## src/rtl/hls_deadlock_reporter.sv

```systemverilog
// rtl/hls_deadlock_reporter.sv - confirms persistent monitor blocking and reports it once
// A window of THRESHOLD consecutive enabled blocked samples confirms a deadlock; the report is held until clear.
module hls_deadlock_reporter #(
  parameter int NUM_MON   = 4,
  parameter int CNT_W     = 16,
  parameter int THRESHOLD = 64
) (
  input  logic               clock,
  input  logic               reset,
  input  logic               enable,
  input  logic [NUM_MON-1:0] block_in,
  input  logic               clear,
  output logic               report_valid,
  input  logic               report_ready,
  output logic [NUM_MON-1:0] report_mask,
  output logic [CNT_W-1:0]   report_stamp,
  output logic               deadlock,
  output logic [7:0]         event_count
);

  typedef enum logic [1:0] {IDLE, COUNT, REPORT, HOLD} state_t;

  localparam logic [CNT_W-1:0] LAST = CNT_W'(THRESHOLD - 1);

  state_t           state;
  logic [CNT_W-1:0] ts;
  logic [CNT_W-1:0] cnt;
  logic             any;

  assign any = |block_in;

  always_ff @(posedge clock) begin
    if (!reset) begin
      state        <= IDLE;
      ts           <= '0;
      cnt          <= '0;
      report_valid <= 1'b0;
      report_mask  <= '0;
      report_stamp <= '0;
      deadlock     <= 1'b0;
      event_count  <= 8'd0;
    end else begin
      ts <= ts + CNT_W'(1);
      // clear overrides every transition, including a same-edge report handshake
      if (clear) begin
        state        <= IDLE;
        cnt          <= '0;
        report_valid <= 1'b0;
        report_mask  <= '0;
        report_stamp <= '0;
        deadlock     <= 1'b0;
      end else begin
        case (state)
          IDLE: begin
            if (enable && any) begin
              state        <= COUNT;
              cnt          <= CNT_W'(1);
              report_mask  <= block_in;
              report_stamp <= ts;
            end else begin
              cnt <= '0;
            end
          end
          COUNT: begin
            if (!enable || !any) begin
              state       <= IDLE;
              cnt         <= '0;
              report_mask <= '0;
            end else begin
              report_mask <= report_mask | block_in;
              if (cnt == LAST) begin
                state        <= REPORT;
                report_valid <= 1'b1;
                deadlock     <= 1'b1;
              end else begin
                cnt <= cnt + CNT_W'(1);
              end
            end
          end
          REPORT: begin
            if (report_ready) begin
              state        <= HOLD;
              report_valid <= 1'b0;
              if (event_count != 8'hFF) event_count <= event_count + 8'd1;
            end
          end
          HOLD: begin
            state <= HOLD;
          end
          default: state <= IDLE;
        endcase
      end
    end
  end

endmodule

```

## config.mk

```make
export PLATFORM = sky130hd
export DESIGN_NAME = hls_deadlock_reporter
export DESIGN_NICKNAME = d
export VERILOG_FILES = /design/src/rtl/hls_deadlock_reporter.sv
export SDC_FILE = /design/constraint.sdc
export NUM_CORES = 1
export LEC_CHECK = 0
export CORE_AREA = 2 2 84 86
export CTS_BUF_LIST = sky130_fd_sc_hd__clkbuf_4 sky130_fd_sc_hd__clkbuf_8
export DETAILED_ROUTE_END_ITERATION = 6
export DIE_AREA = 0 0 86 88
export GPL_TIMING_DRIVEN = 0
export PLACE_DENSITY = 0.65
export SLEW_MARGIN = 10
export SYNTH_ARGS = -nofsm -noshare
export SYNTH_HDL_FRONTEND = slang
export SYNTH_SLANG_ARGS = --single-unit
```

## constraint.sdc

```tcl
create_clock -name clock -period 2.3 [get_ports clock]
set_input_delay 0.23 -clock clock [delete_from_list [all_inputs] [get_ports clock]]
set_output_delay 0.23 -clock clock [all_outputs]
set_load 0.03 [all_outputs]
```

==> results of run 1 <==
[registers in the layout, indices dropped and copies added (netlist names)]
register	flops
cnt	16
deadlock	1
event_count	8
report_mask	4
report_stamp	16
report_valid	1
state	2
ts	16
[power groups by stage]
| stage | sequential, mW | clock (mW) | combinational [mW] |
|---|---|---|---|
| 2_1_floorplan | 1.16 | 0 | 0.0560 |
| 3_3_place_gp | 1.15 | 0 | 0.106 |
| 3_5_place_dp | 1.15 | 0 | 0.108 |
| 4_1_cts | 1.13 | 1.01 | 0.109 |
| 5_1_grt | 1.13 | 1.07 | 0.123 |
| 6_report | 1.13 | 0.987 | 0.110 |
[metrics by stage]
| stage | instance area (um^2) | TNS [ns] | setup WS [ns] | cells |
|---|---|---|---|---|
| after detailed placement | 3360 | -2.32 | -0.235 | 453 |
| after CTS | 3570 | 0 | 0.117 | 468 |
| after global routing | 3580 | 0 | 0.126 | 468 |
| after global placement | 3360 | -2.67 | -0.235 | 453 |
| final | 3580 | 0 | 0.227 | 468 |
| after floorplan | 2880 | 0 | 0.401 | 335 |
[how the worst max path moves through the flow]
stage	start	endpoint	slack, ns
3_5_place_dp	block_in[1]	report_stamp[12]	-0.23
5_1_grt	block_in[2]	report_stamp[1]	0.13
3_3_place_gp	block_in[2]	report_stamp[13]	-0.23
6_report	cnt[0]	cnt[1]	0.23
2_1_floorplan	cnt[0]	cnt[1]	0.40
4_1_cts	block_in[1]	report_stamp[12]	0.12
[worst min-delay path: stages, from the launching register on]
cell and delay, ns:
dfxtp_1 0.31, nand2_1 0.05, a21oi_1 0.05
[cell type report]
cell class / instances / area [um^2] / share of cell area
Buffer: 13 / 50.0 / 0.0140
Clock buffer: 12 / 165 / 0.0461
Clock inverter: 3 / 40.0 / 0.0112
Inverter: 5 / 18.8 / 0.00524
Multi-Input combinational cell: 253 / 1540 / 0.431
Sequential cell: 64 / 1280 / 0.358
Tap cell: 80 / 100 / 0.0280
Timing Repair Buffer: 38 / 380 / 0.106
[cells by family after synthesis]
logic type / Yosys count / synth area share
buffers and inverters: 18 / 0.0239
multiplexers: 5 / 0.0174
adder cells (fa/ha/maj): 3 / 0.0130
AND/OR/NAND/NOR: 161 / 0.297
AO/OA/AOI/OAI: 63 / 0.140
XOR/XNOR: 21 / 0.0638
flip-flops: 64 / 0.445
[layout by cell type (no fill, tap or decap), drive strengths merged, types with 2 or more instances in the layout]
| cell type | Yosys | layout |
|---|---|---|
| dfxtp | 64 | 64 |
| nand2 | 49 | 49 |
| clkdlybuf4s50 | 0 | 38 |
| nor2 | 32 | 32 |
| a21oi | 25 | 25 |
| clkbuf | 12 | 24 |
| nand3 | 14 | 14 |
| xor2 | 13 | 13 |
| nand4 | 12 | 12 |
| o21ai | 10 | 10 |
| xnor2 | 8 | 8 |
| nor3 | 7 | 7 |
| or3 | 6 | 6 |
| and2 | 6 | 6 |
| and4 | 6 | 6 |
| or4 | 6 | 6 |
| nand2b | 5 | 5 |
| inv | 5 | 5 |
| mux2i | 5 | 5 |
| nor4 | 5 | 5 |
| a22oi | 4 | 4 |
| a2bb2oi | 4 | 4 |
| and3 | 4 | 4 |
| o211ai | 3 | 3 |
| nand3b | 3 | 3 |
| a31oi | 3 | 3 |
| ha | 3 | 3 |
| o2111ai | 2 | 2 |
| nand4b | 2 | 2 |
| o2bb2ai | 2 | 2 |
| clkinv | 0 | 2 |
[Yosys cell counts, types with 2 or more instances]
cell type | count | area share
a21oi_1 | 25 | 0.043
a22oi_1 | 4 | 0.010
a2bb2oi_1 | 4 | 0.012
a31oi_1 | 3 | 0.0065
and2_1 | 6 | 0.013
and3_1 | 4 | 0.0087
and4_1 | 6 | 0.018
clkbuf_1 | 12 | 0.016
dfxtp_1 | 64 | 0.44
ha_1 | 3 | 0.013
inv_1 | 5 | 0.0065
mux2i_1 | 5 | 0.017
nand2_1 | 49 | 0.064
nand2b_1 | 5 | 0.011
nand3_1 | 14 | 0.024
nand3b_1 | 3 | 0.0078
nand4_1 | 12 | 0.026
nand4b_1 | 2 | 0.0061
nor2_1 | 32 | 0.042
nor3_1 | 7 | 0.012
nor4_1 | 3 | 0.0065
o2111ai_1 | 2 | 0.0061
o211ai_1 | 3 | 0.0078
o21ai_0 | 9 | 0.016
o2bb2ai_1 | 2 | 0.0061
or3_1 | 6 | 0.013
or4_1 | 3 | 0.0078
or4_4 | 3 | 0.012
xnor2_1 | 8 | 0.024
xor2_1 | 13 | 0.040
[layer usage]
layer  share of wire  global-route usage  vias to the layer above
li1                -                   -                     1307
met1            0.50               0.267                     1243
met2            0.43               0.296                       51
met3           0.044              0.0509                       12
met4           0.019              0.0765                        0
met5               0                   0                        -
[timing repair]
item	CTS	global route
gates resized for setup	0	2
setup buffers	0	0
hold endpoints to repair	0	0
endpoints found under the setup margin	0	10
==> impl_metrics.json, run 1 <==
{
  "outcome": "finished clean",
  "switching_share": 0.218,
  "power_density_mw_per_mm2": 621,
  "grt_max_degree": 11,
  "clock.fmax_mhz": 482,
  "p_leak_nw": 1.20,
  "min_to": "report_stamp[10]",
  "r2r_end": "cnt[1]",
  "r2r_cells": 4,
  "clock_sinks": 64,
  "period_needed_ns": 2.07,
  "grt_overflow": 0,
  "reg2reg_slack_ns": 0.23,
  "final_util": 0.539,
  "combPwrFrac": 0.049,
  "critPathKind": "register to register",
  "cts_buffers": 9,
  "remaining_drc_errors": 0,
  "ant_nets": 0,
  "dr.pass1.iters": 4,
  "path_max_fanout": 6,
  "drv_slew": 0,
  "mappedNetlistNets": 347,
  "syn_area_per_cell_um2": 8.60,
  "htree_levels": 3,
  "cp-start-kind": "register",
  "worstHoldPathType": "register to register",
  "cpMaxStageDelayCell": "or3b_2",
  "drive_gt1_frac": 0.0644,
  "rows": 30,
  "timing.max_cap.violations": 0,
  "core_area_mm2": 0.00664,
  "clock_latency_ns": 0.33,
  "synth_area_mm2": 0.00288,
  "whs_ns": 0.456,
  "grt_antenna_before_repair": 0,
  "final_nets": 396,
  "synth-edff-count": 0,
  "ir_drop_mv": 0.305,
  "finalCritPeriodShare": 0.901,
  "hold_depth": 2,
  "worstMarginPinSlew_ns": 0.638,
  "path_depth": 4,
  "cp_data_arrival_time_ns": 2.30,
  "ios": 39,
  "power_mw": 2.22,
  "yosysSeqAreaShare": 0.445,
  "cp.required_ns": 2.53,
  "ys.flop_type": "dfxtp_1",
  "r2r-start": "cnt[0]",
  "n_fill_cell": 656,
  "synth_warnings": 0,
  "clk_path_buf_depth": 2,
  "rsz0062_at_grt": "false",
  "tritoncts": "built",
  "path_delay_family": "simple AND/OR/NAND/NOR gates",
  "power.share.sequential": 0.507,
  "clockPowerShare": 0.444,
  "power.internal_mw": 1.74,
  "setup_viol": 0,
  "portBuffers": 38,
  "cts_hold_buf": 0,
  "avgRoutedWirePerCell_um": 14.5,
  "area_delta_synth_final_pct": 24.2,
  "synthArstFlopShare": 0,
  "die-area_mm2": 0.00757,
  "antenna_cells": 0,
  "synth_seq_cells": 64,
  "die_w_um": 86,
  "synthCells": 335,
  "drt-initial-drc-count": 148,
  "grt_pass1_wl_um": 11600,
  "skew_ns": 0.00779,
  "cts_root_buffer": "clkbuf_8",
  "cp_slowest_stage_delay_ns": 0.53,
  "worstSetupEndpointType": "register",
  "synthDistinctLibCells": 48,
  "path_clk_slew_ns": 0.07,
  "hp-start": "report_stamp[10]",
  "critical_path_buf_inv_count": 0,
  "slew_headroom": 0.571,
  "fp.dieH_um": 88,
  "switchingPower_mw": 0.486,
  "grt_pass1_vias": 2496,
  "worstPathCellList": "ha_1, or3b_2, or4_4, a32o_1",
  "track_usage": 0.195,
  "initial_core_util": 0.434,
  "finalWirelength_um": 6790,
  "num_vias": 2613,
  "finalHoldViolations": 0,
  "vias_per_cell": 5.58,
  "routabilityCongestion": 0.843,
  "dpl.hpwl_um": 4880
}
Note: power is estimated with default switching activity, not from simulation.
==> run 2, diff against run 1 <==
- ABC_AREA: unset -> 1
- CORE_AREA: 2 2 84 86 -> 2 2 86 88
- DIE_AREA: 0 0 86 88 -> 0 0 88 90
- PLACE_DENSITY: 0.65 -> 0.66
==> impl_metrics.json, run 2 <==
{
  "syn_area_per_cell_um2": 6.95,
  "synthDistinctLibCells": 30,
  "rsz0062_at_grt": "false",
  "synth_warnings": 0,
  "clock.fmax_mhz": 587,
  "vias_per_cell": 5.07,
  "synth_area_mm2": 0.00308,
  "synthCells": 443,
  "ir_drop_mv": 0.271,
  "crit_path_start": "event_count[2]",
  "grt_util_met3": 0.0367,
  "grt_antenna_before_repair": 0,
  "cpMaxStageDelayCell": "clkdlybuf4s50_1",
  "grt_pass1_vias": 2809,
  "ctsResizeCount": 0,
  "finalHoldViolations": 0,
  "clockPowerShare": 0.411,
  "cts_buffers": 9,
  "clock_sinks": 64,
  "crit_end": "event_count[2]",
  "clock_latency_ns": 0.35,
  "power.internal_mw": 1.57,
  "synth.most_common_cell": "nand2_1",
  "cp_slowest_stage_delay_ns": 0.70,
  "r2r_end": "ts[12]",
  "synth_area_leaders": "dfxtp_1 42%, nand2_1 12%, a21oi_1 8.6%",
  "finalWirelength_um": 7860,
  "reg2reg_slack_ns": 0.63,
  "combPwrFrac": 0.059,
  "setup_viol": 0,
  "synth-edff-count": 0,
  "antenna_cells": 0,
  "die-area_mm2": 0.00792,
  "cts_setup_buffers": 0,
  "critPathKind": "register to output pin",
  "synth-simple-area-share": 0.351,
  "power.share.sequential": 0.530,
  "r2r-start": "ts[0]",
  "die_w_um": 88,
  "synth_top_cell_by_area": "dfxtp_1",
  "yosysSeqAreaShare": 0.416,
  "clk_path_buf_depth": 2,
  "synthArstFlopShare": 0,
  "portBuffers": 38,
  "drv_slew": 0,
  "synth_top_family_by_area": "simple AND/OR/NAND/NOR gates",
  "mappedNetlistNets": 455,
  "path_depth": 1,
  "routabilityCongestion": 0.924,
  "period_needed_ns": 1.70,
  "cp-start-kind": "register",
  "grt-busiest-layer": "met2",
  "tns_ns": 0,
  "core_area_mm2": 0.00702,
  "drt-initial-drc-count": 141,
  "power_density_mw_per_mm2": 564,
  "skew_ns": 0.0104,
  "worstSetupEndpointType": "output pin",
  "grt_max_degree": 12,
  "n_fill_cell": 730,
  "drive_gt1_frac": 0.0805,
  "initial_core_util": 0.439,
  "switching_share": 0.259,
  "remaining_drc_errors": 0,
  "track_usage": 0.209,
  "cp_data_arrival_time_ns": 1.47,
  "critical_path_buf_inv_count": 1,
  "cts_hold_buf": 0,
  "final_nets": 504,
  "cts_root_buffer": "clkbuf_8",
  "mostFrequentLayoutCells": "102 x nand2_1, 64 x dfxtp_1, 59 x nor2_1, 53 x a21oi_1, 51 x nand3_1",
  "ys.flop_type": "dfxtp_1",
  "outcome": "finished clean",
  "dp_slack_ns": 0.327,
  "switchingPower_mw": 0.549,
  "setup_slack_ns": 0.596,
  "ant_nets": 0,
  "use_met1": 0.267,
  "path_clk_slew_ns": 0.07,
  "p_leak_nw": 1.31,
  "synth_top_area_frac": 0.416,
  "synth_compound_area_frac": 0.128,
  "final_common_cell": "nand2_1",
  "synth_mux_area_frac": 0,
  "num_vias": 3022,
  "synth_seq_cells": 64,
  "path_delay_family": "buffers and inverters",
  "rows": 31,
  "area_delta_synth_final_pct": 22.0,
  "grt_use_met2": 0.339,
  "slew_headroom": 0.608,
  "reg.largest.list": "cnt (16), report_stamp (16), ts (16)",
  "htree_levels": 3,
  "synth_xor_area_frac": 0.0227,
  "tritoncts": "built",
  "grt_overflow": 0,
  "grt_pass1_wl_um": 13000,
  "worstMarginPinSlew_ns": 0.588,
  "dr.pass1.iters": 4,
  "ios": 39,
  "r2r_cells": 10,
  "yosys-top-cells-count": "102 x nand2_1, 64 x dfxtp_1, 59 x nor2_1",
  "finalCritPeriodShare": 0.741,
  "worstPathCellList": "clkdlybuf4s50_1",
  "avgRoutedWirePerCell_um": 13.2,
  "fp.dieH_um": 90,
  "cp.required_ns": 2.07,
  "worstHoldPathType": "register to register",
  "timing.max_cap.violations": 0,
  "dpl.hpwl_um": 5670,
  "path_max_fanout": 5,
  "synth_fa_ha_area_frac": 0.0122
}
run 2: cell types whose count changed after synthesis, moves of 7 or more:
cell and delta:
xor2_1 -8, a21oi_1 +28, nor2_1 +27, inv_1 +29, nand2_2 +7, nand2_1 +53, nand3_1 +37
run 2: area by class of cell:
| cell class | count | area (um^2) | share of cell area |
|---|---|---|---|
| Multi-Input combinational cell | 328 | 1580 | 0.421 |
| Sequential cell | 64 | 1280 | 0.341 |
| Timing Repair Buffer | 38 | 380 | 0.101 |
| Inverter | 38 | 143 | 0.0380 |
| Clock buffer | 11 | 139 | 0.0370 |
| Tap cell | 99 | 124 | 0.0330 |
| Buffer | 13 | 73.8 | 0.0196 |
| Clock inverter | 5 | 33.8 | 0.00899 |
run 2: through the flow:
stage	utilization	hold WS (ns)	instance area (um^2)	power [mW]	std cells
after floorplan	-	0.368	3080	1.22	443
after global placement	0.511	0.452	3580	1.27	580
after detailed placement	0.511	0.455	3580	1.28	580
after CTS	0.535	0.467	3760	2.14	596
after global routing	0.535	0.482	3760	2.20	596
final	0.535	0.463	3760	2.12	596
run 2: worst min-delay path by stage:
stage | cells past startpoint | slack, ns | startpoint | to
after detailed placement | 2 | 0.46 | report_stamp[7] | report_stamp[7]
after CTS | 2 | 0.47 | report_stamp[7] | report_stamp[7]
after global placement | 2 | 0.45 | report_stamp[13] | report_stamp[13]
after global routing | 2 | 0.48 | report_stamp[12] | report_stamp[12]
after floorplan | 2 | 0.37 | reset | ts[3]
final | 2 | 0.46 | report_stamp[13] | report_stamp[13]
run 2: metal layers:
layer,share of wire,vias up
met5,0,-
li1,-,1560
met3,0.036,15
met2,0.49,62
met1,0.45,1385
met4,0.023,0
run 2: power by group through the flow:
stage	Combinational [mW]	Clock, mW	Sequential [mW]
after floorplan	0.0681	0	1.15
after global placement	0.125	0	1.15
after detailed placement	0.126	0	1.15
after CTS	0.126	0.889	1.12
after global routing	0.137	0.940	1.13
final	0.125	0.871	1.12
run 2: cells by family (layout without fill, tap and decap cells):
| logic type | count (synthesis) | count (layout) |
|---|---|---|
| flops | 64 | 64 |
| compound gates | 75 | 75 |
| fa+ha+maj | 3 | 3 |
| simple gates | 242 | 242 |
| buf+inv | 51 | 105 |
| xor+xnor | 8 | 8 |
run 2: worst register-to-register path: cells and delay by family (launching register included):
family | cells | cell delay (ns)
simple gates | 9 | 0.98
flops | 1 | 0.39
fa+ha+maj | 1 | 0.19
